`config.mk`:
```
export PLATFORM = sky130hd
export DESIGN_NAME = mips_trace_buffer
export DESIGN_NICKNAME = d
export VERILOG_FILES = /design/src/rtl/mips_trace_buffer.sv
export SDC_FILE = /design/constraint.sdc
export NUM_CORES = 1
export LEC_CHECK = 0
export BUFFER_PORTS_ARGS = -buffer_cell sky130_fd_sc_hd__buf_2
export CAP_MARGIN = 20
export CORE_ASPECT_RATIO = 0.8
export CORE_MARGIN = 4
export CORE_UTILIZATION = 25
export CTS_BUF_LIST = sky130_fd_sc_hd__clkbuf_4 sky130_fd_sc_hd__clkbuf_8
export CTS_CLUSTER_SIZE = 10
export DETAILED_ROUTE_END_ITERATION = 8
export HOLD_SLACK_MARGIN = 0.08
export MAX_ROUTING_LAYER = met4
export PLACE_DENSITY = 0.5
export SYNTH_ARGS = -nofsm -noshare
export SYNTH_HDL_FRONTEND = slang
export SYNTH_SLANG_ARGS = --single-unit
```
`constraint.sdc`:
```
create_clock -name clk -period 14.9 [get_ports clk]
set_clock_uncertainty 0.05 [all_clocks]
set_input_delay 0.745 -clock clk [delete_from_list [all_inputs] [get_ports clk]]
set_output_delay 0.745 -clock clk [all_outputs]
set_load 0.02 [all_outputs]
```
`src/rtl/mips_trace_buffer.sv`:
```
// Instruction-trace recorder: circular capture of {pc, instr, result} per retired
// instruction, PC-match trigger with a post-trigger window, oldest-first readout.
module mips_trace_buffer #(
  parameter int DATA_W    = 32,
  parameter int DEPTH     = 16,
  parameter int POST_TRIG = 8
) (
  input  logic                         clk,
  input  logic                         reset,
  input  logic                         cap_valid,
  input  logic [DATA_W-1:0]            pc,
  input  logic [DATA_W-1:0]            instr,
  input  logic [DATA_W-1:0]            result,
  input  logic                         arm,
  input  logic                         trig_en,
  input  logic [DATA_W-1:0]            trig_pc,
  input  logic                         rd_req,
  output logic                         rd_valid,
  output logic [DATA_W-1:0]            rd_pc,
  output logic [DATA_W-1:0]            rd_instr,
  output logic [DATA_W-1:0]            rd_result,
  output logic                         armed,
  output logic                         triggered,
  output logic                         done,
  output logic [$clog2(DEPTH+1)-1:0]   count
);

  localparam int AW = $clog2(DEPTH);
  localparam int CW = $clog2(DEPTH + 1);

  localparam logic [1:0] S_IDLE  = 2'd0;
  localparam logic [1:0] S_ARMED = 2'd1;
  localparam logic [1:0] S_POST  = 2'd2;
  localparam logic [1:0] S_DONE  = 2'd3;

  // POST_TRIG never exceeds DEPTH-1, so the post counter fits in AW bits.
  localparam logic [AW-1:0] POST_LAST = AW'((POST_TRIG > 0) ? POST_TRIG - 1 : 0);
  localparam logic [CW-1:0] FULL      = CW'(DEPTH);

  logic [1:0]          state;
  logic [AW-1:0]       wr_ptr;
  logic [AW-1:0]       post_cnt;
  logic [AW-1:0]       rd_idx;
  logic                capturing;
  logic                hit;
  logic                reading;
  logic [3*DATA_W-1:0] mem [DEPTH];

  always_comb begin
    capturing = (state == S_ARMED || state == S_POST) && cap_valid && !arm;
    hit       = capturing && (state == S_ARMED) && trig_en && (pc == trig_pc);
    reading   = (state == S_DONE) && rd_req && (count != '0) && !arm;
    // When full, count[AW-1:0] is 0 and the oldest entry sits at wr_ptr.
    rd_idx    = wr_ptr - count[AW-1:0];
  end

  assign armed     = (state == S_ARMED);
  assign triggered = (state == S_POST) || (state == S_DONE);
  assign done      = (state == S_DONE);

  // NOTE: sequential state uses non-blocking assignments so every flop samples
  // pre-edge values regardless of statement order.
  always_ff @(posedge clk or negedge reset) begin
    if (!reset) begin
      state    <= S_IDLE;
      wr_ptr   <= '0;
      post_cnt <= '0;
      count    <= '0;
    end else if (arm) begin
      state    <= S_ARMED;
      wr_ptr   <= '0;
      post_cnt <= '0;
      count    <= '0;
    end else begin
      if (capturing) begin
        wr_ptr <= wr_ptr + 1'b1;
        if (count != FULL) count <= count + 1'b1;
      end
      if (reading) count <= count - 1'b1;
      case (state)
        S_ARMED: if (hit) begin
          state    <= (POST_TRIG == 0) ? S_DONE : S_POST;
          post_cnt <= '0;
        end
        S_POST: if (capturing) begin
          if (post_cnt == POST_LAST) state <= S_DONE;
          else                       post_cnt <= post_cnt + 1'b1;
        end
        default: ;
      endcase
    end
  end

  // NOTE: the trace memory has no reset; only pointers and counters define
  // which entries are meaningful, and leaving it unreset keeps it RAM-mappable.
  always_ff @(posedge clk) begin
    if (capturing) mem[wr_ptr] <= {pc, instr, result};
  end

  always_ff @(posedge clk or negedge reset) begin
    if (!reset) begin
      rd_valid  <= 1'b0;
      rd_pc     <= '0;
      rd_instr  <= '0;
      rd_result <= '0;
    end else begin
      rd_valid <= reading;
      if (reading) {rd_pc, rd_instr, rd_result} <= mem[rd_idx];
    end
  end

endmodule

```
==> qor.yml <==
post_cts_buffers: 0
die-area_sq_mm: 0.262
hold_buffers: 1
max-vdd-ir-drop_v: 0.000113
routed_via_density: 4.46
fmax_mhz: 168
synth_top_cell_by_area: "edfxtp_1"
h-tree-depth: 5
drive_above_1_share: 0.325
placed_cell_area_sq_mm: 0.0688
hold_path_class: "input pin to flip-flop"
wire_per_inst_um: 25.4
r2r_start: "wr_ptr[0]$_DFFE_PN0P_"
fin_crit_sh: 0.399
synth_top_area_share: 0.727
cts_resized: 0
cap_violations: 0
slew_headroom: 0.282
cts_buffers: 270
r2r_cells: 10
drc: 0
tritoncts: "done"
drt_iter0_drc: 2525
stdcell_area_sq_mm: 0.0744
grt.total_usage: 0.136
cp-end-kind: "flip-flop"
cp_max_fo: 60
cp-start-kind: "flip-flop"
syn_area_per_cell_sq_um: 21.3
synth_area_leaders: "edfxtp_1 (73%), mux4_2 (14%), dfrtp_1 (4.4%)"
die_y_um: 459
ioPinCount: 239
drt_pass1_iterations: 7
antenna_found_initial: 48
die_x_um: 571
port_buffers: 238
crit_arrival_ns: 6.61
p_leak_uw: 0.0238
final-hold-violation-count: 0
gp_congestion: 0.687
status: "finished, final reports clean"
ant_nets: 0
core-area_sq_mm: 0.253
vias: 30978
cp.required_ns: 15.56
preCtsSetupSlack_ns: 8.89
endpoint: "rd_instr[7]$_DFFE_PN0P_"
yosysWarnings: 0
row_count: 165
clk_latency_ns: 0.86
synth_cell_types: 42
grt-ovfl-total: 0
period_minus_slack_ns: 5.95
synth_area_sq_mm: 0.0634
startpoint: "wr_ptr[0]$_DFFE_PN0P_"
syn_inst: 2975
drv_slew: 0
layout.nets: 3530
path_class: "flip-flop to flip-flop"
ys_seq_area_frac: 0.771
drt-total-wl_mm: 177
r2r-end: "rd_instr[7]$_DFFE_PN0P_"
worstHoldStart: "instr[15]"
grt_pass1_vias: 32681
setup_viol: 0
r2r_setup_slack_ns: 8.95
setup_tns_ns: 0
grt_pass1_wl_mm: 248
clock-sinks: 1648
syn_nets: 3125
cts.reportedPaths.clkPinSlew_ns: 0.06
cts_root_buf: "clkbuf_8"
area_growth_pct: 17.3
grt_max_degree: 125
rsz0062_at_grt: "no"
clock_tree.buffer_depth: 4
hpwl_mm: 87.3
ys_seq_elements: 1648
start_util: 0.251
power.density_mw_per_mm2: 150
layout_setup_ws_ns: 8.95
worst_pin_slew_ns: 1.07
## final cells by class
cell class                 count  area [sq um]
sequential                  1648         48900
timing repair buffer         307          1860
clock buffer                 409          5020
antenna                       26          65.1
fill                       24850        178000
tap                         3340          4180
inverter                      14          52.6
multi-input combinational   1139         13800
clock inverter                70           533
## cells in the mapped netlist
master and count:
inv_1 14, o31ai_1 98, nor2b_1 196, and3_1 1, and2_1 1, xnor2_1 34, mux2i_1 1, buf_4 21
buf_1 9, edfxtp_1 1536, nor2_1 23, nor3b_4 1, nand4_1 18, dfrtp_1 112, a2111o_1 1, or2_1 1
o41ai_1 1, o311ai_0 1, buf_6 3, a21o_1 3, nor4_1 3, or2_2 1, nor3b_1 2, a211oi_1 192
ha_1 14, buf_2 76, o22ai_1 2, nand3_1 6, mux4_2 384, o21a_1 1, nor3_1 7, or3_1 1
mux2_2 1, fa_1 2, clkbuf_1 65, nand3b_1 1, xor2_1 4, nand2_1 113, a211o_1 1, nand2b_1 5
a21oi_1 12, o21ai_0 7
## worst max-delay path, cell delays in order (launching register included)
cell,delay [ns]
dfrtp_1,0.42
inv_1,0.13
ha_4,0.18
fa_4,1.35
buf_4,0.87
buf_4,0.74
buf_4,0.83
mux4_2,0.40
nor2b_1,0.14
a211oi_1,0.36
o31ai_1,0.10
## routing by layer
layer	vias up	part of all wire	track usage	routed length, um
li1	13260	-	-	-
met1	16588	0.43	0.176	76500
met5	-	0	-	0
met4	0	0.022	0.0323	3840
met2	828	0.49	0.224	87200
met3	302	0.052	0.0255	9100
## cells by family after synthesis
group | share of synthesized area
AOI/OAI and AO/OA | 0.0371
xor gates and xnor gates | 0.00525
adders and majority gates | 0.00339
buffers and inverters | 0.0142
DFF | 0.771
muxes | 0.137
and+or+nand+nor | 0.0321
## flip-flops by register name, indices dropped and copies added (netlist names)
register and flops:
rd_result 32, rd_instr 32, mem 1536, count 5, post_cnt 4, wr_ptr 4, rd_valid 1, rd_pc 32
state 2
## stage by stage
stage,power [uW],cells,hold WS [ns],util
after floorplan,6640,2975,0.399,-
after global placement,7220,6447,0.407,0.272
after detailed placement,7220,6447,0.414,0.272
after CTS,11300,6927,0.0890,0.294
after global routing,11700,6943,0.116,0.294
final,11100,6953,0.198,0.294
## power by group
group | switching [uW] | internal [uW] | leakage (uW)
Combinational | 1090 | 824 | 0.00552
Clock | 1800 | 2280 | 0.00294
Sequential | 31.6 | 5120 | 0.0154
Total | 2920 | 8220 | 0.0238
## cell usage in the layout (no fill, tap or decap), drive strengths merged, types with 23 or more instances in the layout
master	synthesis	layout
clkbuf	65	409
mux4	384	384
nand2	113	113
nor2	23	23
buf	109	306
a211oi	192	192
diode	0	26
xnor2	34	34
o31ai	98	98
nor2b	196	196
clkinv	0	53
edfxtp	1536	1536
dfrtp	112	112
## worst min-delay path by stage
stage,to,slack (ns),cells after the start
6_report,mem[12][47]$_DFFE_PP_,0.20,1
5_1_grt,mem[2][23]$_DFFE_PP_,0.12,1
4_1_cts,mem[7][15]$_DFFE_PP_,0.09,1
3_5_place_dp,rd_result[1]$_DFFE_PN0P_,0.41,2
3_3_place_gp,rd_instr[31]$_DFFE_PN0P_,0.41,2
2_1_floorplan,count[0]$_DFFE_PN0P_,0.40,0
Note: power is estimated with default switching activity, not from simulation.
